===== config.mk =====
export PLATFORM = sky130hd
export DESIGN_NAME = pipe_stage
export DESIGN_NICKNAME = d
export VERILOG_FILES = /design/src/rtl/pipe_stage.sv
export SDC_FILE = /design/constraint.sdc
export NUM_CORES = 1
export LEC_CHECK = 0
export CORE_MARGIN = 4
export CORE_UTILIZATION = 50
export CTS_BUF_LIST = sky130_fd_sc_hd__clkbuf_4 sky130_fd_sc_hd__clkbuf_8 sky130_fd_sc_hd__clkbuf_16
export CTS_CLUSTER_DIAMETER = 30
export DETAILED_ROUTE_END_ITERATION = 8
export HOLD_SLACK_MARGIN = 0.03
export PLACE_DENSITY = 0.83
export SLEW_MARGIN = 20
export SYNTH_ARGS = -nofsm -noshare
export SYNTH_HDL_FRONTEND = slang
export SYNTH_SLANG_ARGS = --single-unit

===== constraint.sdc =====
create_clock -name clk -period 10.1 [get_ports clk]
set_input_delay 1.01 -clock clk [delete_from_list [all_inputs] [get_ports clk]]
set_output_delay 1.01 -clock clk [all_outputs]
set_load 0.005 [all_outputs]

===== src/rtl/pipe_stage.sv =====
// Two-entry skid pipeline stage (head + skid) with flush and asynchronous reset.
// Optional forwarding outputs are built only when PIPE_STAGE_FWD_EN is defined.
module pipe_stage #(
   parameter int DATA_W = 32,
   parameter int REG_W  = 5,
   parameter int CTRL_W = 2
) (
   input  logic              clk,
   input  logic              rst,
   input  logic              i_valid,
   output logic              o_ready,
   input  logic [DATA_W-1:0] i_busC,
   input  logic [DATA_W-1:0] i_out,
   input  logic [REG_W-1:0]  i_rd,
   input  logic [CTRL_W-1:0] i_signals,
   input  logic              i_flush,
   input  logic              i_ready,
   output logic              o_valid,
   output logic [DATA_W-1:0] o_busC,
   output logic [DATA_W-1:0] o_out,
   output logic [REG_W-1:0]  o_rd,
   output logic [CTRL_W-1:0] o_signals,
   output logic              o_GPRWR,
   output logic              o_MTR,
   output logic [1:0]        o_count
`ifdef PIPE_STAGE_FWD_EN
   ,
   output logic              o_fwd_valid,
   output logic [REG_W-1:0]  o_fwd_rd,
   output logic [DATA_W-1:0] o_fwd_data
`endif
);

   logic              head_valid;
   logic              skid_valid;
   logic [DATA_W-1:0] skid_busC;
   logic [DATA_W-1:0] skid_out;
   logic [REG_W-1:0]  skid_rd;
   logic [CTRL_W-1:0] skid_signals;

   logic accept;
   logic consume;
   logic head_free;
   logic head_from_skid;
   logic head_from_in;
   logic skid_from_in;

   // skid_valid is itself a register, so o_ready is a registered value
   assign o_ready = ~skid_valid;
   assign accept  = i_valid & o_ready;
   assign consume = head_valid & i_ready;

   always_comb begin
      head_free      = ~head_valid | consume;
      head_from_skid = 1'b0;
      head_from_in   = 1'b0;
      skid_from_in   = 1'b0;
      if (!i_flush) begin
         if (head_free) begin
            head_from_skid = skid_valid;
            head_from_in   = ~skid_valid & accept;
            skid_from_in   = skid_valid & accept;
         end else begin
            skid_from_in   = accept;
         end
      end
   end

   always_ff @(posedge clk or posedge rst) begin
      if (rst) begin
         head_valid <= 1'b0;
         skid_valid <= 1'b0;
         o_busC     <= '0;
         o_out      <= '0;
         o_rd       <= '0;
         o_signals  <= '0;
      end else if (i_flush) begin
         head_valid <= 1'b0;
         skid_valid <= 1'b0;
      end else begin
         if (head_free) begin
            head_valid <= skid_valid | accept;
            skid_valid <= skid_valid & accept;
         end else begin
            skid_valid <= skid_valid | accept;
         end
         if (head_from_skid) begin
            o_busC    <= skid_busC;
            o_out     <= skid_out;
            o_rd      <= skid_rd;
            o_signals <= skid_signals;
         end else if (head_from_in) begin
            o_busC    <= i_busC;
            o_out     <= i_out;
            o_rd      <= i_rd;
            o_signals <= i_signals;
         end
      end
   end

   // Skid payload contents are don't-care after reset, so no reset term here
   always_ff @(posedge clk) begin
      if (skid_from_in) begin
         skid_busC    <= i_busC;
         skid_out     <= i_out;
         skid_rd      <= i_rd;
         skid_signals <= i_signals;
      end
   end

   assign o_valid = head_valid;
   assign o_GPRWR = o_signals[CTRL_W-1] & head_valid;
   assign o_MTR   = o_signals[CTRL_W-2] & head_valid;
   assign o_count = {head_valid & skid_valid, head_valid ^ skid_valid};

`ifdef PIPE_STAGE_FWD_EN
   assign o_fwd_valid = o_GPRWR;
   assign o_fwd_rd    = o_rd;
   assign o_fwd_data  = o_MTR ? o_out : o_busC;
`endif

endmodule


# After elaboration in Yosys (flattened, before gate mapping)
# Cells that the tools add are included.
# word_totals
regBits,144
output_inout_bits,77
wordCells,44
# classes
n_mux,18
bitwise_logic,13
n_reduce_logical,3
# op_table
operator,n
2-to-1 mux 32 bit,4
2-to-1 mux 1 bit,10
2-to-1 mux 5 bit,2
AND 1 bit,7
2-to-1 mux 2 bit,2
nonzero test 2 bit,2
NOT 1 bit,3
bitwise OR 1 bit,2
AND reduction 2 bit,1
bitwise XOR 1 bit,1

# Longest topological paths before layout
# Gate-level depths: netlist of run 1.
# logic_depth
word_depth,7
ltp_mapped,5

# Worst setup path before layout of run 1
# No wires, ideal clock.
# synth_path
path_type,input -> register
start,input i_ready
end,"register skid_busC[0], enable pin"
setup_time_ns,0.700
arrival_ns,8.498
required_time_ns,9.400
path_slack_ns,0.903
path_stages,2
cell_sequence,nand2b_1 > nor4b_1
# synth_via
elab_chain_cells,4
# synth_rtl
item,line_no,text
"start, declared",17,"input logic i_ready,"
AND 1 bit,51,assign consume = head_valid & i_ready;
bitwise OR 1 bit,54,head_free = ~head_valid | consume;
2-to-1 mux 1 bit,59,if (head_free) begin
2-to-1 mux 1 bit,58,if (!i_flush) begin
via skid_from_in,46,logic skid_from_in;
"end signal, assigned",104,skid_busC <= i_busC;
"end, declared",36,logic [DATA_W-1:0] skid_busC;
# The timed path passes the listed nets, and every way through them passes these cells.
# A chain may end at the register's enable or synchronous reset.

# Final worst setup path of run 1
# layout_path
start,input i_flush
end,register o_busC[29]
# layout_via
elab_chain_cells,3
# layout_rtl
item,line_no,text
"start, declared",16,"input logic i_flush,"
2-to-1 mux 1 bit,58,
nonzero test 2 bit (no line),--,
AND reduction 2 bit (no line),--,
"end signal, assigned",88,o_busC <= skid_busC;
"end signal, assigned",93,o_busC <= i_busC;
"end, declared",19,"output logic [DATA_W-1:0] o_busC,"
# Several ways; a longest one is shown, not always the timed one.

==> metrics.yaml, run 1 <==
sta:
  tns_ns: 0
  fmax_mhz: 319
  hold_viol_final: 0
  holdWs_ns: 0.510
  worstMarginPinSlew_ns: 0.973
  post-route-period-util: 0.310
  final-max-slew-violation-count: 0
  slew_headroom: 0.351
  finalSetupViolations: 0
  fin_worst_skew_ns: 0.00860
  finalWorstSetupSlack_ns: 6.97
  final.min_clock_period_ns: 3.13
  grt_setup_unrepaired: "no"
yosys:
  yosysMostFrequentCell: "mux2_4"
  synth_top_family_by_area: "multiplexers"
  ys_seq_area_frac: 0.622
  synthAdderAreaFrac: 0.00196
  synthTopCellsByArea: "edfxtp_1 (33%), mux2_4 (33%), dfrtp_1 (29%)"
  ys_ff_latch: 144
  syn_avg_cell_area_um2: 20.3
  synth_warnings: 0
  synth_xor_area_frac: 0
  synth_ff_type: "dfrtp_1"
  synth_compound_area_frac: 0.000786
  muxShareOfSynthArea: 0.334
  async_flop_share: 0.507
  synth_cell_types: 16
  synth_simple_gate_area_share: 0.0102
  netlist_top_cells_count: "mux2_4 (140), dfrtp_1 (73), edfxtp_1 (71)"
  synth_top_area_cell: "edfxtp_1"
  yosys.area.top_type_share: 0.335
  synth_edf_count: 71
  synth_cells: 314
  synth_nets: 391
  syn-cell-area_mm2: 0.00637
power_and_ir_drop:
  leakagePower_nw: 3.64
  vdd_ir_drop_max_uv: 95.9
  power_density_mw_per_mm2: 187
clocking:
  ctsHoldBuffers: 0
  path_clk_slew_ns: 0.05
  clock-sinks: 144
  cts_tree: "yes"
  cts.root.buffer_cell: "clkbuf_16"
  clock_latency_ns: 0.41
  h-tree-depth: 4
  cts_resized: 0
  cts_buffers: 17
  cts_setup_buffers: 0
  clockBufferDepth: 2
drt:
  drc: 0
  wl_per_cell_um: 19.5
  antenna_left: 0
  drt_iter0_markers: 185
  vias_per_cell: 5.01
  first_pass_iters: 4
  drt_wl_total_mm: 12.8
  vias: 3287
global_routing:
  grt_pass1_wl_mm: 20.2
  grt_max_degree: 74
  grtUsageTotal: 0.181
  gr-total-overflow: 0
  grt_pass1_vias: 3648
  antenna_found_initial: 0
placed_design:
  routabilityCongestion: 0.705
  post_dp_cell_area_mm2: 0.00796
  dp_hpwl_mm: 8.25
  pre_cts_ws_ns: 6.42
  numPortBuffers: 152
job:
  cap_violations: 0
critical_path:
  worstPathCellList: "clkdlybuf4s50_1 -> nor3_4 -> buf_4 -> buf_4 -> mux2_4"
  crit_family: "buffers and inverters"
  r2r_setup_slack_ns: 7.51
  cp_slowest_stage_delay_ns: 0.72
  path_class: "in -> reg"
  reg2reg_to: "o_busC[29]"
  r2r_start: "o_valid"
  cpMaxStageDelayCell: "buf_4"
  reg2regPathDepth: 5
  cp.required_ns: 10.39
  worstSetupStartpointType: "input pin"
  crit_top_cell: "buf_4"
  cp-end-kind: "flop"
  arrival_ns: 3.42
  cp.buffers_inverters: 3
  crit_path_max_fanout: 41
die:
  die-area_mm2: 0.0146
  io_pins: 153
  initial_core_util: 0.519
  die_y_um: 121
  die_w_um: 121
  core_mm2: 0.0123
  num_rows: 40
cells_and_area:
  final_nets: 552
  area_growth_pct: 34.1
  drive_above_1_share: 0.373
  n_antenna_cell: 0
  final_util: 0.696
  design_area_mm2: 0.00854
hold_path:
  whs_endpoint: "o_rd[1]"
  hp-start: "o_rd[1]"
  whs_path_depth: 1
  holdCritPathClass: "reg -> reg"
status:
  status: "completed"
==> cells in the final DEF (no fill, tap or decap) <==
cell type and count:
a21oi_1 1, and2_1 2, buf_4 4, buf_6 1, bufinv_16 1, clkbuf_16 17
clkbuf_4 5, clkbuf_8 4, clkdlybuf4s50_1 152, clkinv_1 1, clkinv_2 3, clkinvlp_4 2
dfrtp_1 73, edfxtp_1 71, ha_1 1, inv_1 1, mux2_2 2, mux2_4 140
nand2b_1 1, nand2b_4 1, nor2_1 1, nor2b_1 1, nor3_1 1, nor3_4 1
nor4b_2 1
==> state kept, by name, summed over array words and instances, names as in the netlist <==
register and flops:
skid_rd 5, o_busC 32, skid_valid 1, o_out 32
o_valid 1, o_rd 5, skid_signals 2, o_signals 2
skid_busC 32, skid_out 32
==> cell families after synthesis <==
| family | after synthesis |
|---|---|
| adders and majority gates | 1 |
| buffers and inverters | 17 |
| and+or+nand+nor | 9 |
| muxes | 142 |
| DFF | 144 |
| AOI/OAI and AO/OA | 1 |
==> per-stage QoR <==
| stage | cells | power, W |
|---|---|---|
| 6_report | 656 | 0.00160 |
| 5_1_grt | 656 | 0.00166 |
| 4_1_cts | 656 | 0.00162 |
| 3_5_place_dp | 624 | 0.00101 |
| 3_3_place_gp | 624 | 0.00100 |
| 2_1_floorplan | 314 | 0.000845 |
==> layer usage <==
metal / vias to the layer above / GRT usage / part of all wire
met3: 20 / 0.0643 / 0.071
met1: 1654 / 0.243 / 0.45
met4: 0 / 0.0673 / 0.017
met5: - / 0 / 0
li1: 1491 / - / -
met2: 122 / 0.273 / 0.46
==> report_power, final <==
group          switching, W  internal, W
registers         0.0000366     0.000675
logic             0.0000787     0.000209
clock network      0.000224     0.000377
==> final cells by class <==
type | instances | area [um^2]
timing repair buffer | 157 | 1560
clock inverter | 6 | 58.8
clock buffer | 26 | 518
inverter | 2 | 8.76
fill | 812 | 3720
tap | 168 | 210
multi-input combinational | 153 | 2220
sequential | 144 | 3960
==> how the worst max path moves through the flow <==
stage / startpoint / endpoint / slack [ns] / cells after the start
after floorplan: i_ready / skid_busC[0] / 0.90 / 2
after global placement: i_flush / o_signals[0] / 6.45 / 5
after detailed placement: i_flush / o_signals[0] / 6.42 / 5
after CTS: i_flush / o_signals[0] / 6.85 / 5
after global routing: i_flush / o_busC[29] / 6.90 / 5
final: i_flush / o_busC[29] / 6.97 / 5
Note: power is estimated with default switching activity, not from simulation.
==> inputs of run 2 (changes only) <==
- clock period: 10.1 -> 3.22 ns (I/O delays scaled with it)
==> run 2 against run 1 <==
Sequential power rose to 3.1 times the previous value. Combinational power rose to 3.1 times the previous value. Cell count is 0.30% higher. Sequential share of layout area is 0.53 points lower. Worst setup slack got worse by 5.8 ns. Highest routed layer unchanged. Largest cell class unchanged. Hold slack worse by 0.18 ns. Clock power rose to 3.4 times the previous value. Global-route usage about the same. Critical path depth did not move.
==> metrics.yaml, run 2 (synthesized netlist as in run 1, its figures left out) <==
status:
  status: "completed"  # unchanged
placed_design:
  dp_hpwl_mm: 8.38  # was 8.25 mm
  pre_cts_ws_ns: 0.705  # was 6.42 ns
  numPortBuffers: 152  # unchanged
  routabilityCongestion: 0.718  # was 0.705
  post_dp_cell_area_mm2: 0.00802  # was 0.00796 mm^2
sta:
  finalWorstSetupSlack_ns: 1.13  # was 6.97 ns
  grt_setup_unrepaired: "no"  # unchanged
  worstMarginPinSlew_ns: 0.590  # was 0.973 ns
  tns_ns: 0  # unchanged
  final.min_clock_period_ns: 2.09
  final-max-slew-violation-count: 0  # unchanged
  finalSetupViolations: 0  # unchanged
  fin_worst_skew_ns: 0.00502  # was 0.00860 ns
  post-route-period-util: 0.648
  slew_headroom: 0.607  # was 0.351
  hold_viol_final: 0  # unchanged
  fmax_mhz: 479
die:
  die-area_mm2: 0.0146  # unchanged
  core_mm2: 0.0123  # unchanged
  initial_core_util: 0.519  # unchanged
  num_rows: 40  # unchanged
  die_w_um: 121  # unchanged
  die_y_um: 121  # unchanged
  io_pins: 153  # unchanged
critical_path:
  cp_slowest_stage_delay_ns: 0.63  # was 0.72 ns
  path_class: "in -> reg"  # unchanged
  crit_family: "buffers and inverters"  # unchanged
  crit_path_max_fanout: 27  # was 41
  worstPathCellList: "clkdlybuf4s50_1 -> nand2b_4 -> buf_12 -> mux2_2 -> mux2_2"  # was clkdlybuf4s50_1 -> nor3_4 -> buf_4 -> buf_4 -> mux2_4
  cp.buffers_inverters: 2  # was 3
  arrival_ns: 2.38  # was 3.42 ns
  cp-end-kind: "flop"  # unchanged
  crit_top_cell: "mux2_2"  # was buf_4
  worstSetupStartpointType: "input pin"  # unchanged
  cpMaxStageDelayCell: "clkdlybuf4s50_1"  # was buf_4
  cp.required_ns: 3.52  # was 10.39 ns
drt:
  first_pass_iters: 4  # unchanged
  route.met2.wl_mm: 5.99  # was 5.94 mm
  drt_iter0_markers: 207  # was 185
  wl_per_cell_um: 19.2  # was 19.5 um
  vias: 3298  # was 3287
  drc: 0  # unchanged
  antenna_left: 0  # unchanged
  wl_met3_um: 820  # was 909 um
  met1_length_mm: 5.75  # was 5.71 mm
  vias_per_cell: 5.01  # about the same
  drt_wl_total_mm: 12.7  # was 12.8 mm
  top_layer_used: "met4"  # unchanged
cells_and_area:
  final_nets: 554  # was 552
  area_growth_pct: 35.6  # was 34.1%
  final_util: 0.704  # was 0.696
  final_common_cell: "clkdlybuf4s50_1"  # unchanged
  layout_common_cells: "clkdlybuf4s50_1 (152), mux2_4 (140), dfrtp_1 (73), edfxtp_1 (71), clkbuf_16 (17)"  # unchanged
  n_antenna_cell: 0  # unchanged
  drive_above_1_share: 0.376  # was 0.373
  fillers: 807  # was 812
  multi_input_area_mm2: 0.00223  # was 0.00222 mm^2
  design_area_mm2: 0.00864  # was 0.00854 mm^2
  seq_area_mm2: 0.00396  # unchanged
job:
  cap_violations: 0  # unchanged
clocking:
  cts_buffers: 17  # unchanged
  clock-sinks: 144  # unchanged
  h-tree-depth: 4  # unchanged
  cts.root.buffer_cell: "clkbuf_16"  # unchanged
  cts_tree: "yes"  # unchanged
  cts_setup_buffers: 0  # unchanged
  clockBufferDepth: 2  # unchanged
  clock_latency_ns: 0.41  # about the same
  path_clk_slew_ns: 0.06  # was 0.05 ns
  ctsHoldBuffers: 0  # unchanged
  cts_resized: 0  # unchanged
power_and_ir_drop:
  leakagePower_nw: 3.69  # was 3.64 nW
  power.total_w: 0.00517  # was 0.00160 W
  vdd_ir_drop_max_uv: 341  # was 95.9 uV
  power_density_mw_per_mm2: 598  # was 187 mW/mm^2
global_routing:
  grt_pass1_wl_mm: 20.2  # about the same
  antenna_found_initial: 0  # unchanged
  grtUsageTotal: 0.181  # about the same
  grt_max_degree: 63  # was 74
  grt_pass1_vias: 3713  # was 3648
  gr-total-overflow: 0  # unchanged
hold_path:
  holdCritPathClass: "in -> async"  # was reg -> reg
run 2: cell count changes in the layout (fill, tap and decap cells not counted), sizes merged:
cell      delta
clkbuf       -6
bufinv       +3
buf          +2
clkinv       +2
clkinvlp     +1
run 2: stage by stage:
stage,cells,hold slack (ns)
5_1_grt,658,0.373
4_1_cts,658,0.343
6_report,658,0.329
3_5_place_dp,626,0.493
3_3_place_gp,626,0.494
2_1_floorplan,314,0.385
run 2: power breakdown:
part,internal (W),leakage [nW],total (W),switching (W)
combinational,0.000658,1.89,0.000905,0.000246
sequential,0.00212,1.50,0.00223,0.000114
clock,0.00131,0.297,0.00203,0.000721
run 2: area by class of cell:
type                       instances  area share
clock buffer                      20      0.0519
clock inverter                    12      0.0193
inverter                           2     0.00145
multi-input combinational        153       0.258
sequential                       144       0.458
tap                              168      0.0243
timing repair buffer             159       0.187
run 2: per-layer routing:
| metal | vias up | global-route usage |
|---|---|---|
| met5 | - | 0 |
| met4 | 0 | 0.0581 |
| met3 | 9 | 0.0723 |
| met2 | 109 | 0.278 |
| met1 | 1686 | 0.236 |
| li1 | 1494 | - |
run 2: final timing paths:
path | from | to | slack [ns] | cells past startpoint
setup / recovery | i_flush | o_signals[0] | 1.13 | 5
hold / removal | rst | o_out[4] | 0.33 | 2
setup reg to reg | skid_valid | o_signals[0] | 1.30 | 4
hold reg to reg | o_out[20] | o_out[20] | 0.51 | 1
max in group asynchronous | rst | o_busC[4] | 2.28 | 3
min in group clk | i_busC[10] | skid_busC[10] | 0.49 | 1
